## src/rtl/serial_ripple_subtractor.sv

```systemverilog
// Bit-serial ripple subtractor: diff = a - b - bin, one bit per clock through a
// single full-subtractor cell and borrow flop, with valid/ready on both sides.
module serial_ripple_subtractor #(
   parameter int unsigned N = 16
) (
   input  logic         clk,
   input  logic         rst,
   input  logic         in_valid,
   output logic         in_ready,
   input  logic [N-1:0] a,
   input  logic [N-1:0] b,
   input  logic         bin,
   output logic         out_valid,
   input  logic         out_ready,
   output logic [N-1:0] diff,
   output logic         bout
);

   localparam int unsigned CW = $clog2(N);

   typedef enum logic [1:0] {
      IDLE,
      RUN,
      DONE
   } state_t;

   state_t          state_q;
   logic [N-1:0]    a_sh_q;
   logic [N-1:0]    b_sh_q;
   logic [N-1:0]    res_q;
   logic [N-1:0]    diff_q;
   logic [CW-1:0]   cnt_q;
   logic            br_q;
   logic            bout_q;
   logic            in_ready_q;
   logic            out_valid_q;

   logic            a0;
   logic            b0;
   logic            d_bit;
   logic            br_d;
   logic [N-1:0]    res_d;

   // Full-subtractor cell on the current LSBs; result bit enters at the MSB.
   assign a0    = a_sh_q[0];
   assign b0    = b_sh_q[0];
   assign d_bit = a0 ^ b0 ^ br_q;
   assign br_d  = (~a0 & b0) | (~(a0 ^ b0) & br_q);
   assign res_d = N'({d_bit, res_q} >> 1);

   always_ff @(posedge clk) begin
      if (rst) begin
         state_q     <= IDLE;
         a_sh_q      <= '0;
         b_sh_q      <= '0;
         res_q       <= '0;
         diff_q      <= '0;
         cnt_q       <= '0;
         br_q        <= 1'b0;
         bout_q      <= 1'b0;
         in_ready_q  <= 1'b1;
         out_valid_q <= 1'b0;
      end else begin
         unique case (state_q)
            IDLE: begin
               if (in_valid && in_ready_q) begin
                  a_sh_q     <= a;
                  b_sh_q     <= b;
                  br_q       <= bin;
                  res_q      <= '0;
                  cnt_q      <= '0;
                  in_ready_q <= 1'b0;
                  state_q    <= RUN;
               end
            end
            RUN: begin
               a_sh_q <= a_sh_q >> 1;
               b_sh_q <= b_sh_q >> 1;
               br_q   <= br_d;
               res_q  <= res_d;
               cnt_q  <= cnt_q + CW'(1);
               // Last bit: capture the completed result and the final borrow.
               if (cnt_q == CW'(N - 1)) begin
                  diff_q      <= res_d;
                  bout_q      <= br_d;
                  out_valid_q <= 1'b1;
                  state_q     <= DONE;
               end
            end
            DONE: begin
               if (out_ready) begin
                  out_valid_q <= 1'b0;
                  in_ready_q  <= 1'b1;
                  state_q     <= IDLE;
               end
            end
            default: begin
               state_q     <= IDLE;
               in_ready_q  <= 1'b1;
               out_valid_q <= 1'b0;
            end
         endcase
      end
   end

   assign in_ready  = in_ready_q;
   assign out_valid = out_valid_q;
   assign diff      = diff_q;
   assign bout      = bout_q;

endmodule

```

## config.mk

```make
export PLATFORM = sky130hd
export DESIGN_NAME = serial_ripple_subtractor
export DESIGN_NICKNAME = d
export VERILOG_FILES = /design/src/rtl/serial_ripple_subtractor.sv
export SDC_FILE = /design/constraint.sdc
export NUM_CORES = 1
export LEC_CHECK = 0
export CORE_ASPECT_RATIO = 0.7
export CORE_MARGIN = 5
export CORE_UTILIZATION = 40
export CTS_BUF_LIST = sky130_fd_sc_hd__clkbuf_8
export DETAILED_ROUTE_END_ITERATION = 8
export PLACE_DENSITY = 0.71
export SYNTH_ARGS = -nofsm -noshare
export SYNTH_HDL_FRONTEND = slang
export SYNTH_SLANG_ARGS = --single-unit
```

## constraint.sdc

```tcl
create_clock -name clk -period 1.79 [get_ports clk]
set_clock_uncertainty 0.05 [all_clocks]
set_input_delay 0.179 -clock clk [delete_from_list [all_inputs] [get_ports clk]]
set_output_delay 0.179 -clock clk [all_outputs]
set_load 0.02 [all_outputs]
```

==> results of run 1 <==
==> cell families (layout without fill, tap and decap cells) <==
| family | after synthesis | after routing | synth area share [%] |
|---|---|---|---|
| AOI/OAI and AO/OA | 106 | 106 | 24.98 |
| adders and majority gates | 2 | 2 | 1.084 |
| buffers and inverters | 32 | 87 | 6.297 |
| DFF | 73 | 73 | 48.71 |
| and+or+nand+nor | 72 | 72 | 15.22 |
| muxes | 11 | 11 | 3.712 |
==> where the power goes <==
group | internal [mW] | switching (mW)
Clock | 0.631 | 0.592
Sequential | 1.70 | 0.0459
Combinational | 0.205 | 0.181
Total | 2.53 | 0.819
==> how the worst max path moves through the flow <==
stage / to / cells past startpoint
2_1_floorplan: diff[11] / 7
3_3_place_gp: a_sh_q[1] / 5
3_5_place_dp: b_sh_q[5] / 5
4_1_cts: in_ready / 1
5_1_grt: diff[15] / 4
6_report: diff[15] / 4
==> cells in the final DEF, fill, tap and decap left out, types with 7 or more instances in the layout <==
master and instances:
dfxtp_1 73, mux2i_1 10, a21oi_1 15, clkdlybuf4s50_1 54, a221o_1 20, nor2b_1 17, a211oi_1 7, o22ai_1 15
and2_1 20, clkbuf_8 9, nand2b_1 18, o21ai_1 9, buf_4 10, o21ai_0 24
==> per-layer routing <==
layer,share of wire (%),up-vias,global-route usage [%]
li1,-,1175,-
met1,51,1085,21.40
met2,43,51,21.74
met3,5.7,7,5.972
met4,1.0,0,3.601
met5,0,-,0
==> cell type report <==
type | instances | area (µm²)
well taps | 98 | 122.6
multi-input cells | 191 | 1350
repair buffers | 67 | 660.6
clock buffers | 9 | 123.9
fillers | 669 | 3490
flip-flops and latches | 73 | 1461
clock inverters | 7 | 63.81
inverters | 4 | 15.01
==> worst max-delay path, stage by stage, from the launching register on <==
cell and delay [ns]:
dfxtp_1 0.60, nand4_1 0.18, nand2b_1 0.29, buf_4 0.24, o21ai_0 0.18
==> Yosys cell counts, types with 2 or more instances <==
cell	n	area (µm²)
nand2_1	4	15.01
clkbuf_1	10	37.54
a31oi_1	2	12.51
nor2b_1	17	106.4
o22ai_1	15	93.84
a21oi_1	15	75.07
nand2b_1	18	112.6
dfxtp_1	73	1461
a211oi_1	7	52.55
nand4_1	2	12.51
a221o_1	20	200.2
mux2i_1	10	100.1
a22o_1	3	26.28
o21ai_0	24	120.1
inv_1	3	11.26
buf_2	10	50.05
a211oi_2	5	62.56
and2_1	20	125.1
o21ai_1	9	45.04
nor3_1	2	10.01
buf_6	7	78.83
==> registers in the layout (all words and copies together) (netlist names) <==
signal / count
out_valid: 1
a_sh_q: 16
b_sh_q: 16
res_q: 15
in_ready: 1
br_q: 1
diff: 16
cnt_q: 4
state_q: 2
bout: 1
==> through the flow <==
| step | instances | setup slack, ns | power [mW] |
|---|---|---|---|
| 3_5_place_dp | 433 | 0.1739 | 2.167 |
| 5_1_grt | 449 | 0.01871 | 3.510 |
| 6_report | 449 | 0.1612 | 3.353 |
| 2_1_floorplan | 296 | 0.3817 | 2.028 |
| 3_3_place_gp | 433 | 0.2107 | 2.158 |
| 4_1_cts | 449 | 0.1490 | 3.396 |
==> metrics, run 1 <==
Ys Warns 0; final hold violations 0; Synth Flop Type dfxtp_1; Worst Hold Class in -> reg; syn avg cell area 10.14 µm²; total grt overflow 0; std cell rows 26; setup_tns 0 ns; Worst Hold Depth 3; Ports 56; # diodes 0; CTS tree yes; count of final setup violators 0; CP Launch Type flop; Worst VDD drop 0.0003265 V; hold path endpoint cnt_q[2]; reg-to-reg slack, setup 0.16 ns; layout cell share with drive strength beyond 1 11.40%; worst skew pair latency 0.34 ns; Worst-path clk slew 0.08 ns; synthesized instance count 296; Vias 2318; Least-Margin Pin Slew 0.4437 ns; fin crit period 1.629 ns; Leakage 1.405 nW; global-route wire length before repair 11.12 mm; pin count of the biggest net entering global routing 28; CTS Buffer Depth 2; Min-Delay Startpoint rst; Detailed Place HPWL 4.556 mm; RSZ-0062 raised after global routing no; # DRC 0; status finished clean; final design instance area without fill 3797 µm²; synthesized area 3000 µm²; Slew headroom 70.38%; Post-synth EDFFs 0; Starting Density 41.17%; clock sink count 73; hold_ws 0.2728 ns; pwr dens 882.9 nW/µm²; GPL Wtd Cong 0.7447; Layout area overhead 26.56%; Post-DRT Antenna Nets 0; number of buffers created by CTS 9; CP Data Required Time 2.00 ns; Pre-Repair DR Iteration Count 4; GRT Overall Usage 15.19%; fin crit share 91.00%; Root Buffer clkbuf_8; DR iter-0 viols 210; reg2reg start state_q[0]; fin. max-slew vios 0; Die Wd 113.5 µm; Port-buffer cells 55; dpl cell area 3610 µm²; post-cts resize count 0; fin nets 385; routed vias/inst 5.163; FF-to-FF End diff[15]; vias in the first global route 2266; postcts setup bufs 0; Die Area 9360 µm²; initial antenna violation count 0; Distinct cells, synth 41; final core utilization 52.11%; CTS hold repair buffers 0; ys async rst share 0%; max capacitance violation total 0; WL final 6.828 mm; post-DR wirelength/cell 15.21 µm; CP arrival 1.84 ns; critical path launch point state_q[0]; critical path type reg -> reg; Crit Path Max Fanout 12; number of synthesized register bits 73; CP Capture Type flop; Syn Nets 335; H-tree levels 3; Die Y-Extent 82.46 µm; Seq/Total Area, Yosys 48.71%; achievable clock frequency 613.9 MHz; Core Region 7287 µm²; number of cells on the worst reg-to-reg path 4
No activity file was read; power rests on OpenSTA's default activity.
==> inputs of run 2 (changes only) <==
--- a/config.mk
+++ b/config.mk
@@ -11,6 +11,7 @@
 export CTS_BUF_LIST = sky130_fd_sc_hd__clkbuf_8
 export DETAILED_ROUTE_END_ITERATION = 8
 export PLACE_DENSITY = 0.71
+export SETUP_SLACK_MARGIN = 0.1
 export SYNTH_ARGS = -nofsm -noshare
 export SYNTH_HDL_FRONTEND = slang
 export SYNTH_SLANG_ARGS = --single-unit
==> metrics, run 2 (same netlist as run 1, synthesis figures left out) <==
final design instance area without fill 3799 µm²; Core Region 7287 µm²; max capacitance violation total 0; post-cts resize count 0; CTS Buffer Depth 2; CP Data Required Time 1.56 ns; layout cell share with drive strength beyond 1 11.68%; Port-buffer cells 55; H-tree levels 3; reg-to-reg slack, setup 0.25 ns; RSZ-0062 raised after global routing no; pin count of the biggest net entering global routing 28; Worst Hold Class in -> reg; Starting Density 41.17%; achievable clock frequency 619.2 MHz; Die Wd 113.5 µm; GPL Wtd Cong 0.7447; Leakage 1.405 nW; Layout area overhead 26.61%; worst skew pair latency 0.34 ns; Worst path slowest cell clkdlybuf4s50_1; worst path cell trace clkdlybuf4s50_1; post-DR wirelength/cell 15.21 µm; critical path type reg -> out; Crit path buffers/inverters 1; pwr dens 882.8 nW/µm²; Min-Delay Startpoint rst; final hold violations 0; delay-heaviest family, CP buffers and inverters; commonest non-fill, non-tap cell in the layout dfxtp_1; Worst VDD drop 0.0003267 V; Least-Margin Pin Slew 0.3825 ns; # DRC 0; total grt overflow 0; fin nets 385; Crit Path Max Fanout 5; GRT Overall Usage 15.19%; WP depth 1; number of buffers created by CTS 9; Post-DRT Antenna Nets 0; CP arrival 1.39 ns; setup_tns 0 ns; reg2reg start cnt_q[0]; hold_ws 0.2728 ns; initial antenna violation count 0; dpl cell area 3610 µm²; final core utilization 52.13%; Tot Pwr 3.353 mW; WL final 6.828 mm; Detailed Place HPWL 4.556 mm; # diodes 0; count of final setup violators 0; global-route wire length before repair 11.12 mm; most frequent cells in the layout dfxtp_1, clkdlybuf4s50_1, o21ai_0, and2_1, a221o_1; number of cells on the worst reg-to-reg path 5; std cell rows 26; hold path endpoint cnt_q[2]; CP Launch Type flop; CTS tree yes; fin crit period 1.615 ns; Worst Hold Depth 3; critical path's largest stage delay 0.64 ns; CTS hold repair buffers 0; CP Capture Type output pin; Die Y-Extent 82.46 µm; Pre-Repair DR Iteration Count 4; fin crit share 90.22%; postcts setup bufs 0; fillers 670; Vias 2318; Worst-path clk slew 0.07 ns; status finished clean; clock sink count 73; vias in the first global route 2266; DR iter-0 viols 210; Slew headroom 74.48%; Ports 56; Root Buffer clkbuf_8; routed vias/inst 5.163; Die Area 9360 µm²; FF-to-FF End diff[15]; fin. max-slew vios 0
## run 2: cell types whose count changed in the layout (fill, tap and decap cells not counted)
cell,delta
dfxtp_1,-1
dfxtp_2,+1
## run 2: through the flow
step           setup slack [ns]  instances
4_1_cts                  0.1490        449
3_5_place_dp             0.1739        433
5_1_grt                  0.1104        449
3_3_place_gp             0.2107        433
2_1_floorplan            0.3817        296
6_report                 0.1751        449
## run 2: worst max path at each step
stage | from | end | slack, ns
2_1_floorplan | cnt_q[0] | diff[11] | 0.38
3_3_place_gp | in_valid | a_sh_q[1] | 0.21
3_5_place_dp | in_valid | b_sh_q[5] | 0.17
4_1_cts | in_ready | in_ready | 0.15
5_1_grt | cnt_q[0] | diff[15] | 0.11
6_report | in_ready | in_ready | 0.18
## run 2: power breakdown
part | switching, mW | internal, mW | total, mW | leakage (nW)
sequential | 0.0459 | 1.70 | 1.74 | 0.595
clock | 0.592 | 0.631 | 1.22 | 0.102
combinational | 0.181 | 0.205 | 0.386 | 0.709
## run 2: worst reg2reg max path, delay by kind of cell (launching register included)
kind	cells	cell delay (ns)
simple gates	2	0.41
flops	1	0.37
buf+inv	1	0.24
fa+ha+maj	1	0.21
compound gates	1	0.18
## run 2: area by class of cell
class | instances | area, µm² | share of cell area [%]
clock buffer | 9 | 123.9 | 3.261
clock inverter | 7 | 63.81 | 1.680
inverter | 4 | 15.01 | 0.3953
multi-input combinational | 191 | 1350 | 35.54
sequential | 73 | 1463 | 38.50
tap | 98 | 122.6 | 3.228
timing repair buffer | 67 | 660.6 | 17.39
## run 2: metal layers
metal  routed length (µm)  track usage [%]  share of wire, %  up-vias
li1                     -                -                 -     1175
met1                 3457            21.40                51     1085
met2                 2911            21.74                43       51
met3                  392            5.972               5.7        7
met4                   68            3.601               1.0        0
met5                    0                0                 0        -
==> inputs of run 3 (changes only) <==
--- a/config.mk
+++ b/config.mk
@@ -7,10 +7,11 @@
 export LEC_CHECK = 0
 export CORE_ASPECT_RATIO = 0.7
 export CORE_MARGIN = 5
-export CORE_UTILIZATION = 40
+export CORE_UTILIZATION = 35
 export CTS_BUF_LIST = sky130_fd_sc_hd__clkbuf_8
 export DETAILED_ROUTE_END_ITERATION = 8
-export PLACE_DENSITY = 0.71
+export HOLD_SLACK_MARGIN = 0.02
+export PLACE_DENSITY = 0.64
 export SETUP_SLACK_MARGIN = 0.1
 export SYNTH_ARGS = -nofsm -noshare
 export SYNTH_HDL_FRONTEND = slang
==> metrics, run 3 (same netlist as run 1, synthesis figures left out) <==
status finished clean; critical path launch point in_ready; commonest non-fill, non-tap cell in the layout dfxtp_1; Detailed Place HPWL 4.302 mm; Slew headroom 67.72%; fin crit period 1.626 ns; most frequent cells in the layout dfxtp_1, clkdlybuf4s50_1, o21ai_0, and2_1, a221o_1; vias in the first global route 2299; Post-DRT Antenna Nets 0; Leakage 1.388 nW; post-DR wirelength/cell 14.40 µm; H-tree levels 3; Core Region 8408 µm²; Worst-path clk slew 0.08 ns; global-route wire length before repair 10.79 mm; met2 WL 2.828 mm; met3 WL post-DR 337 µm; Port-buffer cells 55; final hold violations 0; Routed met1 length 3.338 mm; pre-CTS setup slack 0.1758 ns; sw frac 25.00%; GPL Wtd Cong 0.7145; layout cell share with drive strength beyond 1 11.17%; number of buffers created by CTS 9; final design instance area without fill 3800 µm²; achievable clock frequency 614.9 MHz; WP depth 1; GRT Overall Usage 12.89%; # DRC 0; postcts setup bufs 0; Starting Density 35.68%; Die Y-Extent 87.47 µm; max capacitance violation total 0; reg2reg start state_q[0]; clock share of power 37.3%; WL final 6.538 mm; fin. max-slew vios 0; total grt overflow 0; CTS Buffer Depth 2; std cell rows 28; Power Internal 2.544 mW; pin count of the biggest net entering global routing 28; Layout area overhead 26.65%; DR iter-0 viols 149; clock sink count 73; reg-to-reg slack, setup 0.22 ns; fin nets 383; Crit path buffers/inverters 1; CTS tree yes; critical path type reg -> out; pwr dens 892.7 nW/µm²; FF-to-FF End b_sh_q[1]; post-cts resize count 0; fin crit share 90.86%; Crit Path Max Fanout 5; switching power 0.8480 mW; worst path cell trace clkdlybuf4s50_1; initial antenna violation count 0; number of cells on the worst reg-to-reg path 4; CTS hold repair buffers 0; CP Capture Type output pin; Ports 56; routed vias/inst 5.024; CP arrival 1.40 ns; hold_ws 0.3042 ns; Worst path slowest cell clkdlybuf4s50_1; worst skew pair latency 0.35 ns; Worst VDD drop 0.0003223 V; Worst Hold Class in -> reg; Pre-Repair DR Iteration Count 4; Vias 2281; delay-heaviest family, CP buffers and inverters; Die Area 10550 µm²; CP Data Required Time 1.56 ns; Least-Margin Pin Slew 0.4836 ns; setup_tns 0 ns; # diodes 0; highest metal used met4; sequential share of power 51.4%; dpl cell area 3596 µm²; Logic pwr share 11.3%; Die Wd 120.7 µm; critical path's largest stage delay 0.63 ns; Final Worst Setup Slack 0.1637 ns; count of final setup violators 0; Root Buffer clkbuf_8; RSZ-0062 raised after global routing no; CP Launch Type flop; worst setup path end in_ready; final core utilization 45.19%
==> run 3: cell count changes in the layout (fill, tap and decap cells not counted), sizes merged <==
| cell | delta |
|---|---|
| clkinvlp | +1 |
| buf | -3 |
| clkinv | -1 |
| nand2b | +1 |
==> run 3: cell type report <==
cell class | instances | area, µm²
clock inverters | 7 | 71.32
clock buffers | 9 | 123.9
fillers | 833 | 4608
repair buffers | 64 | 638.1
flip-flops and latches | 73 | 1461
inverters | 4 | 15.01
well taps | 105 | 131.4
multi-input cells | 192 | 1359
==> run 3: how the worst min path moves through the flow <==
stage                           from    endpoint  cells past startpoint
final                            rst   out_valid                      3
after global routing             rst   out_valid                      3
after CTS                        rst   out_valid                      3
after detailed placement  b_sh_q[15]  b_sh_q[15]                      1
after global placement    b_sh_q[15]  b_sh_q[15]                      1
after floorplan                a[15]  a_sh_q[15]                      1
==> run 3: per-layer routing <==
layer  global-route usage, %  up-vias
li1                        -     1173
met1                   16.63     1063
met2                   20.02       41
met3                   5.325        4
met4                   3.498        0
met5                       0        -
==> run 3: power groups by stage <==
stage | clock network (mW) | registers, mW | logic [mW]
3_5_place_dp | 0 | 1.78 | 0.384
3_3_place_gp | 0 | 1.78 | 0.376
2_1_floorplan | 0 | 1.77 | 0.262
6_report | 1.27 | 1.74 | 0.383
5_1_grt | 1.38 | 1.75 | 0.416
4_1_cts | 1.30 | 1.74 | 0.385
==> run 3: stage by stage <==
step | std cells | total power [mW]
global route | 454 | 3.554
finish | 454 | 3.392
global placement | 437 | 2.154
floorplan | 296 | 2.028
detailed placement | 437 | 2.163
CTS | 453 | 3.430
